--- config.mk ---
export PLATFORM = sky130hd
export DESIGN_NAME = divider_seq
export DESIGN_NICKNAME = d
export VERILOG_FILES = /design/src/rtl/div_pkg.sv /design/src/rtl/div_abs_neg.sv /design/src/rtl/divider_seq.sv
export SDC_FILE = /design/constraint.sdc
export NUM_CORES = 1
export LEC_CHECK = 0
export BUFFER_PORTS_ARGS = -buffer_cell sky130_fd_sc_hd__buf_2
export CORE_ASPECT_RATIO = 0.75
export CORE_MARGIN = 10
export CORE_UTILIZATION = 45
export CTS_BUF_LIST = sky130_fd_sc_hd__clkbuf_16
export DETAILED_ROUTE_END_ITERATION = 8
export GPL_TIMING_DRIVEN = 0
export HOLD_SLACK_MARGIN = 0.02
export PLACE_DENSITY = 0.72
export SLEW_MARGIN = 20
export SYNTH_ARGS = -nofsm -noshare
export SYNTH_HDL_FRONTEND = slang
export SYNTH_SLANG_ARGS = --single-unit
--- constraint.sdc ---
create_clock -name clk -period 4.01 [get_ports clk]
set_input_delay 0.401 -clock clk [delete_from_list [all_inputs] [get_ports clk]]
set_output_delay 0.401 -clock clk [all_outputs]
set_load 0.02 [all_outputs]
--- src/rtl/div_pkg.sv ---
// Shared types and constants for the sequential radix-2 restoring divider.
package div_pkg;

    typedef enum logic [1:0] {
        IDLE,
        RUN,
        FIX,
        DONE
    } div_state_t;

    localparam int DIV_W     = 32;
    localparam int DIV_CNT_W = $clog2(DIV_W);

    localparam logic [DIV_W-1:0] DIV0_QUOTIENT = '1;

endpackage

--- src/rtl/div_abs_neg.sv ---
// Conditional two's-complement negate, used both for operand magnitudes and
// for the final sign fix-up of quotient and remainder.
module div_abs_neg #(
    parameter int W = 32
) (
    input  logic [W-1:0] i_val,
    input  logic         i_neg_en,
    output logic [W-1:0] o_val
);

    assign o_val = i_neg_en ? -i_val : i_val;

endmodule

--- src/rtl/divider_seq.sv ---
// Multi-cycle radix-2 restoring divider (signed/unsigned) with level-held enable.
// Define DIV_EARLY_OUT_EN to skip iterations when |dividend| < |divisor|.
module divider_seq
    import div_pkg::*;
#(
    parameter int WIDTH = DIV_W
) (
    input  logic             clk,
    input  logic             rst_n,
    input  logic             sign,
    input  logic             enable,
    input  logic [WIDTH-1:0] dividend,
    input  logic [WIDTH-1:0] divisor,
    output logic [WIDTH-1:0] quotient,
    output logic [WIDTH-1:0] remainder,
    output logic             divready,
    output logic             div_by_zero
);

    localparam int               CNT_W    = $clog2(WIDTH);
    localparam logic [CNT_W-1:0] LAST_CNT = CNT_W'(WIDTH - 1);

    div_state_t       r_state;
    div_state_t       w_nextState;
    logic             r_sign;
    logic             r_dvdNeg;
    logic             r_dsrNeg;
    logic [WIDTH-1:0] r_dsrMag;
    logic [WIDTH-1:0] r_q;
    logic [WIDTH:0]   r_rem;
    logic [CNT_W-1:0] r_cnt;
    logic [WIDTH-1:0] r_quotient;
    logic [WIDTH-1:0] r_remainder;
    logic             r_divready;
    logic             r_divByZero;

    logic [WIDTH-1:0] w_dvdMag;
    logic [WIDTH-1:0] w_dsrMag;
    logic [WIDTH-1:0] w_qFixed;
    logic [WIDTH-1:0] w_remFixed;
    logic [WIDTH:0]   w_remShift;
    logic [WIDTH:0]   w_remDiff;
    logic             w_geq;
    logic             w_divisorZero;
    logic             w_early;

    div_abs_neg #(.W(WIDTH)) u_dvdAbs (
        .i_val    (dividend),
        .i_neg_en (sign & dividend[WIDTH-1]),
        .o_val    (w_dvdMag)
    );

    div_abs_neg #(.W(WIDTH)) u_dsrAbs (
        .i_val    (divisor),
        .i_neg_en (sign & divisor[WIDTH-1]),
        .o_val    (w_dsrMag)
    );

    div_abs_neg #(.W(WIDTH)) u_qFix (
        .i_val    (r_q),
        .i_neg_en (r_sign & (r_dvdNeg ^ r_dsrNeg)),
        .o_val    (w_qFixed)
    );

    div_abs_neg #(.W(WIDTH)) u_remFix (
        .i_val    (r_rem[WIDTH-1:0]),
        .i_neg_en (r_sign & r_dvdNeg),
        .o_val    (w_remFixed)
    );

    assign w_divisorZero = (divisor == '0);
    assign w_remShift    = {r_rem[WIDTH-1:0], r_q[WIDTH-1]};
    assign w_remDiff     = w_remShift - {1'b0, r_dsrMag};
    // A set top bit means the shifted value already exceeds any WIDTH-bit divisor.
    assign w_geq         = r_rem[WIDTH] | (w_remShift >= {1'b0, r_dsrMag});

`ifdef DIV_EARLY_OUT_EN
    assign w_early = !w_divisorZero && (w_dvdMag < w_dsrMag);
`else
    assign w_early = 1'b0;
`endif

    always_ff @(posedge clk or negedge rst_n) begin
        if (!rst_n) begin
            r_state <= IDLE;
        end else begin
            r_state <= w_nextState;
        end
    end

    always_comb begin
        w_nextState = r_state;
        case (r_state)
            IDLE: begin
                if (enable) begin
                    if (w_divisorZero)  w_nextState = DONE;
                    else if (w_early)   w_nextState = FIX;
                    else                w_nextState = RUN;
                end
            end
            RUN: begin
                if (!enable)                 w_nextState = IDLE;
                else if (r_cnt == LAST_CNT)  w_nextState = FIX;
            end
            FIX: begin
                w_nextState = enable ? DONE : IDLE;
            end
            DONE: begin
                if (!enable) w_nextState = IDLE;
            end
            default: w_nextState = IDLE;
        endcase
    end

    // Results only ever become visible in FIX or the divide-by-zero load, so an
    // abort from RUN/FIX leaves the outputs at their cleared value.
    always_ff @(posedge clk or negedge rst_n) begin
        if (!rst_n) begin
            r_sign      <= 1'b0;
            r_dvdNeg    <= 1'b0;
            r_dsrNeg    <= 1'b0;
            r_dsrMag    <= '0;
            r_q         <= '0;
            r_rem       <= '0;
            r_cnt       <= '0;
            r_quotient  <= '0;
            r_remainder <= '0;
            r_divready  <= 1'b0;
            r_divByZero <= 1'b0;
        end else begin
            case (r_state)
                IDLE: begin
                    if (enable) begin
                        r_sign   <= sign;
                        r_dvdNeg <= sign & dividend[WIDTH-1];
                        r_dsrNeg <= sign & divisor[WIDTH-1];
                        r_dsrMag <= w_dsrMag;
                        r_cnt    <= '0;
                        if (w_early) begin
                            r_q   <= '0;
                            r_rem <= {1'b0, w_dvdMag};
                        end else begin
                            r_q   <= w_dvdMag;
                            r_rem <= '0;
                        end
                        if (w_divisorZero) begin
                            r_quotient  <= DIV0_QUOTIENT;
                            r_remainder <= dividend;
                            r_divready  <= 1'b1;
                            r_divByZero <= 1'b1;
                        end
                    end
                end
                RUN: begin
                    if (enable) begin
                        r_q   <= {r_q[WIDTH-2:0], w_geq};
                        r_rem <= w_geq ? w_remDiff : w_remShift;
                        r_cnt <= r_cnt + CNT_W'(1);
                    end
                end
                FIX: begin
                    if (enable) begin
                        r_quotient  <= w_qFixed;
                        r_remainder <= w_remFixed;
                        r_divready  <= 1'b1;
                    end
                end
                DONE: begin
                    if (!enable) begin
                        r_quotient  <= '0;
                        r_remainder <= '0;
                        r_divready  <= 1'b0;
                        r_divByZero <= 1'b0;
                    end
                end
                default: ;
            endcase
        end
    end

    assign quotient    = r_quotient;
    assign remainder   = r_remainder;
    assign divready    = r_divready;
    assign div_by_zero = r_divByZero;

endmodule

Word-level counts from Yosys, hierarchy flattened:

Cells that the tools add are included.

* $add $sub $neg: 6
* $lt $le $gt $ge: 1
* eq/ne operators: 10
* muxes and demuxes: 36
* bitwise gates (word level): 6
* reduce and logical (&&, ||, !) cells: 10

Operator list (count)
* $mux 32: 13
* $pmux 32 s3: 2
* $neg 32->32: 4
* $mux 33: 3
* $pmux 33 s2: 1
* $pmux 32 s2: 1
* $ge 33x32->1: 1
* $sub 33x32->33: 1
* $logic_not 32->1: 1
* $mux 2: 6
* $mux 5: 2
* $ne 2x2->1 const B: 5
* $pmux 5 s2: 1
* $pmux 2 s4: 1
* $reduce_and 3->1: 2
* $add 5x1->5 const B: 1
* $eq 5x5->1 const B: 1
* $reduce_and 5->1: 1
* $and 1x1->1: 4
* $eq 2x2->1 const B: 2
* $mux 1: 4
* $reduce_and 4->1: 1
* $reduce_bool 2->1: 2
* $ne 3x3->1 const B: 1
* other kinds (8): 8

* bits in registers: 173
* input port bits: 68
* word-level logic and storage cells: 81

Depth between registers and ports, before layout:

* depth after elaboration: 5
* mapped depth: 13
* gate-level depth less buffers: 13

By module:

From an unflattened synthesis, not the netlist that was laid out.

* cells, all modules: 1479
* area, all modules: 12311.8 µm²

By module, submodules not included
* divider_seq: times used 1, cells each 1056, area each 9262.6 µm²
* div_abs_neg (u_dsrAbs ...): times used 3, cells each 108, area each 767.0 µm²
* div_abs_neg (u_qFix): times used 1, cells each 99, area each 748.2 µm²

Worst setup path after synthesis:

OpenSTA, ideal clock, no wires.

* path kind: input -> register
* start: in divisor[0]
* end: reg r_quotient[0] (netlist: quotient[0])
* library setup time: 0.128 ns
* arrival: 2.895 ns
* data required time: 3.882 ns
* path slack: 0.988 ns
* stages on the path: 11
* buffers on the path: 1
* path through: inv_1 ha_1 or3b_1 nor4_4 nand4_1 or4_4 nor3_2 o21ai_1 mux2i_4 buf_6 mux2_1

* word-level cells in the longest chain between the ends: 3

Ends and longest elaborated chain
* start, declared: RTL line divider_seq.sv:13 `input logic [WIDTH-1:0] divisor,`
* $logic_not 32->1: RTL line divider_seq.sv:71 `assign w_divisorZero = (divisor == '0);`
* $ne 2x2->1 (no source line)
* $reduce_and 5->1 (no source line)
* end signal, assigned: RTL line divider_seq.sv:163 `r_quotient <= w_qFixed;`
* end, declared: RTL line divider_seq.sv:32 `logic [WIDTH-1:0] r_quotient;`

No other way between the ends.
A chain may end at the register's enable or synchronous reset.

Worst setup path after layout:

* start: reg r_rem[7]
* end: reg r_rem[15]

* word-level cells in the longest chain between the ends: 5
* elaborated cells on any way between the ends: 6
* classes of those cells: add/sub: 1; order compare: 1; mux: 3; bitwise: 1

Ends and longest elaborated chain
* start, declared: RTL line divider_seq.sv:30 `logic [WIDTH:0] r_rem;`
* start signal, assigned: RTL line divider_seq.sv:141 `r_rem <= {1'b0, w_dvdMag};`
* start signal, assigned: RTL line divider_seq.sv:157 `r_rem <= w_geq ? w_remDiff : w_remShift;`
* $ge 33x32->1: RTL line divider_seq.sv:75 `assign w_geq = r_rem[WIDTH] | (w_remShift >= {1'b0, r_dsrMag});`
* $or 1x1->1: RTL line divider_seq.sv:75
* $mux 33 (*): RTL line divider_seq.sv:157
* $mux 33 (*): RTL line divider_seq.sv:155 `if (enable) begin`
* $pmux 33 s2 (*): RTL line divider_seq.sv:131 `case (r_state)`

Every way passes the cells marked *; elsewhere a longest branch is shown, timed or not. The select of a mux whose other input is x is not followed.

==> qor.csv <==
metric;value;unit
outcome;completed;
CP Capture Type;flop;
Crit Path Class;flop to flop;
Most used DFF post-synth;dfrtp_1;
slack of the critical path;0.2561;ns
reg-to-reg setup timing slack;0.26;ns
final setup fails;0;
Synth warnings;0;
drt first-iter violations;1200;
Routed wire per std cell;20.10;microns
Post-Layout Cell Count;1956;
gr usage total;22.62;%
RSZ-0062 raised after global routing;no;
synthesized area per cell;8.384;sq um
die area;33850;sq um
Layout Nets;1700;
Initial DRT Pass Iterations;6;
CTS clk-pin slew, worst paths;0.07;ns
cell-internal power;4.584;mW
CTS H-Tree Depth;4;
fin. max-slew vios;0;
Worst Hold Path EP;r_dsrMag[31];
storage element area;4329;sq um
total gr overflow;0;
post-route setup TNS;0;ns
switching power total;3.369;mW
Hold WC Path Type;primary input to flop;
syn_nets;1547;
Comb pwr share;47.0;%
synthesized cell area;12070;sq um
Yosys cell types;75;
Crit Path Max Fanout;10;
worst path required time;4.31;ns
R2R Path Start;r_rem[7];
core area;26160;sq um
depth of the worst hold-timing path;3;
Die Y;161.9;microns
initial antenna violation count;6;
Post-synth EDFFs;0;
Antenna Violating Nets Remaining;0;
Fin. Hold Viols;0;
layout cells sized above 1;13.51;%
post-synthesis sequential element count;173;
via count;11630;
DR DRC count;0;
Slew @ Worst Pin;0.7805;ns
largest net degree at the start of global routing;89;
async set or reset register ratio after synthesis;100.0;%
CTS Sinks;173;
final period utilization;93.61;%
first-pass GRT wire length;61410;microns
worst reg2reg path depth;10;
Syn-to-layout area delta;14.99;%
Port Buffer Count;132;
crit path DAT;4.05;ns
commonest cells after routing, fill and taps aside;173 x dfrtp_1, 155 x nand2_1, 141 x o21ai_0;
std cell rows;51;
final core occ;53.06;%
HPWL Detailed;31030;microns
hold wc startpoint;divisor[31];
CTS tree;yes;
# IOs;134;
Synth Instances;1440;
Placed Cells;1917;
clock root cell;clkbuf_16;
Fillers;2501;
later-pin clock latency in the skew report;0.45;ns
Slew HR;47.48;%
part of the power in registers;30.0;%
vias in the first global route;10860;
FMAX;266.4;MHz
Die Wd;209.1;microns
Num CTS Buffers;17;
final worst path period need;3.754;ns
Clock power frac;23.1;%
CP Launch Type;flop;
Post-Route WL;39310;microns
GPL Wtd Cong;0.9787;
pre-CTS WS;0.05469;ns
Initial Util;46.15;%
area taken by multi-input logic gates;7154;sq um
Vias/cell;5.947;
LEAKAGE;6.350;nW
Seq/Total Area, Yosys;35.86;%
maximum VDD drop;0.0003628;V
FF-to-FF End;r_rem[15];
commonest non-fill, non-tap cell in the layout;dfrtp_1;
switching share of power;42.36;%
maxcap violations;0;
skew final;0.01164;ns
clock buffer depth;2;
Cell Pwr Density;572.9;nW/um^2
-- final cells by class --
| cell class | instances | share of cell area [%] |
|---|---|---|
| Multi-Input combinational cell | 1127 | 51.54 |
| Sequential cell | 173 | 31.19 |
| Timing Repair Buffer | 134 | 5.101 |
| Tap cell | 344 | 3.100 |
| Clock buffer | 17 | 3.064 |
| Buffer | 86 | 2.920 |
| Clock inverter | 15 | 1.523 |
| Inverter | 54 | 1.460 |
| Antenna cell | 6 | 0.1082 |
-- metal layers --
layer | GRT usage, % | vias to the layer above | part of all wire (%)
met5 | 1.196 | - | 0.14
met4 | 5.677 | 4 | 1.2
met3 | 7.417 | 39 | 11
met2 | 31.16 | 523 | 41
met1 | 32.82 | 5654 | 47
li1 | - | 5413 | -
-- how the worst max path moves through the flow --
| stage | startpoint | to | slack, ns |
|---|---|---|---|
| 3_5_place_dp | divisor[0] | quotient[0] | 0.05 |
| 6_report | r_rem[7] | r_rem[15] | 0.26 |
| 4_1_cts | r_rem[0] | remainder[30] | 0.14 |
| 5_1_grt | r_rem[7] | r_rem[15] | 0.004 |
| 3_3_place_gp | rst_n | quotient[23] | -0.23 |
| 2_1_floorplan | divisor[0] | quotient[0] | 0.99 |
-- critical path, cell delays in order (launching register included) --
cell	delay (ns)
dfrtp_1	0.49
ha_1	0.44
nand4_1	0.23
a211o_1	0.39
a31oi_1	0.36
a41o_1	0.32
a21oi_1	0.15
o21ai_2	0.43
clkbuf_4	0.39
mux2i_1	0.26
o21ai_0	0.12
-- cell usage after synthesis (all sizes together) (33+ instances only) --
cell / count / share of area, %
ha: 38 / 3.9
xor2: 79 / 5.7
xnor2: 67 / 4.9
dfrtp: 173 / 36
o21a: 33 / 2.1
nand2: 155 / 4.8
nor2: 122 / 3.8
o21ai: 143 / 6.0
nor2b: 35 / 1.8
a21oi: 143 / 6.5
inv: 54 / 1.7
clkbuf: 67 / 2.1
-- flip-flops by register name, indices dropped and copies added (netlist names), 2 cells and up --
signal     cells
r_q           32
r_cnt          5
remainder     32
r_state        2
r_rem         33
r_dsrMag      32
quotient      32
-- repair_timing --
item / 4_1_cts / 5_1_grt
endpoints found under the setup margin: 0 / 12
hold buffers: 1 / 0
gates resized for setup: 0 / 6
hold endpoints to repair: 86 / 0
setup buffers: 0 / 0
-- per-stage QoR --
| step | power, mW | hold slack [ns] | area [sq um] |
|---|---|---|---|
| 2_1_floorplan | 5.016 | 0.1054 | 12070 |
| 3_3_place_gp | 5.894 | 0.4631 | 13160 |
| 3_5_place_dp | 5.992 | 0.4468 | 13200 |
| 4_1_cts | 7.835 | 0.2251 | 13850 |
| 5_1_grt | 8.468 | 0.2667 | 13870 |
| 6_report | 7.953 | 0.2388 | 13880 |
-- power by group through the flow --
stage | logic [mW] | registers, mW | clock network (mW)
4_1_cts | 3.62 | 2.37 | 1.85
3_3_place_gp | 3.50 | 2.39 | 0
6_report | 3.73 | 2.38 | 1.83
5_1_grt | 4.13 | 2.41 | 1.93
2_1_floorplan | 2.74 | 2.28 | 0
3_5_place_dp | 3.59 | 2.40 | 0
-- cells by family (layout without fill, tap and decap cells) --
family                   Yosys count  after routing  synth area share (%)
AO/OA/AOI/OAI                    459            459                 23.73
AND/OR/NAND/NOR                  454            454                 18.18
flip-flops                       173            173                 35.86
XOR/XNOR                         146            146                 10.59
buffers and inverters            140            306                 4.985
adder cells (fa/ha/maj)           39             39                 4.104
multiplexers                      29             29                 2.549
other                              0              6                     0
Note: power is estimated with default switching activity, not from simulation.
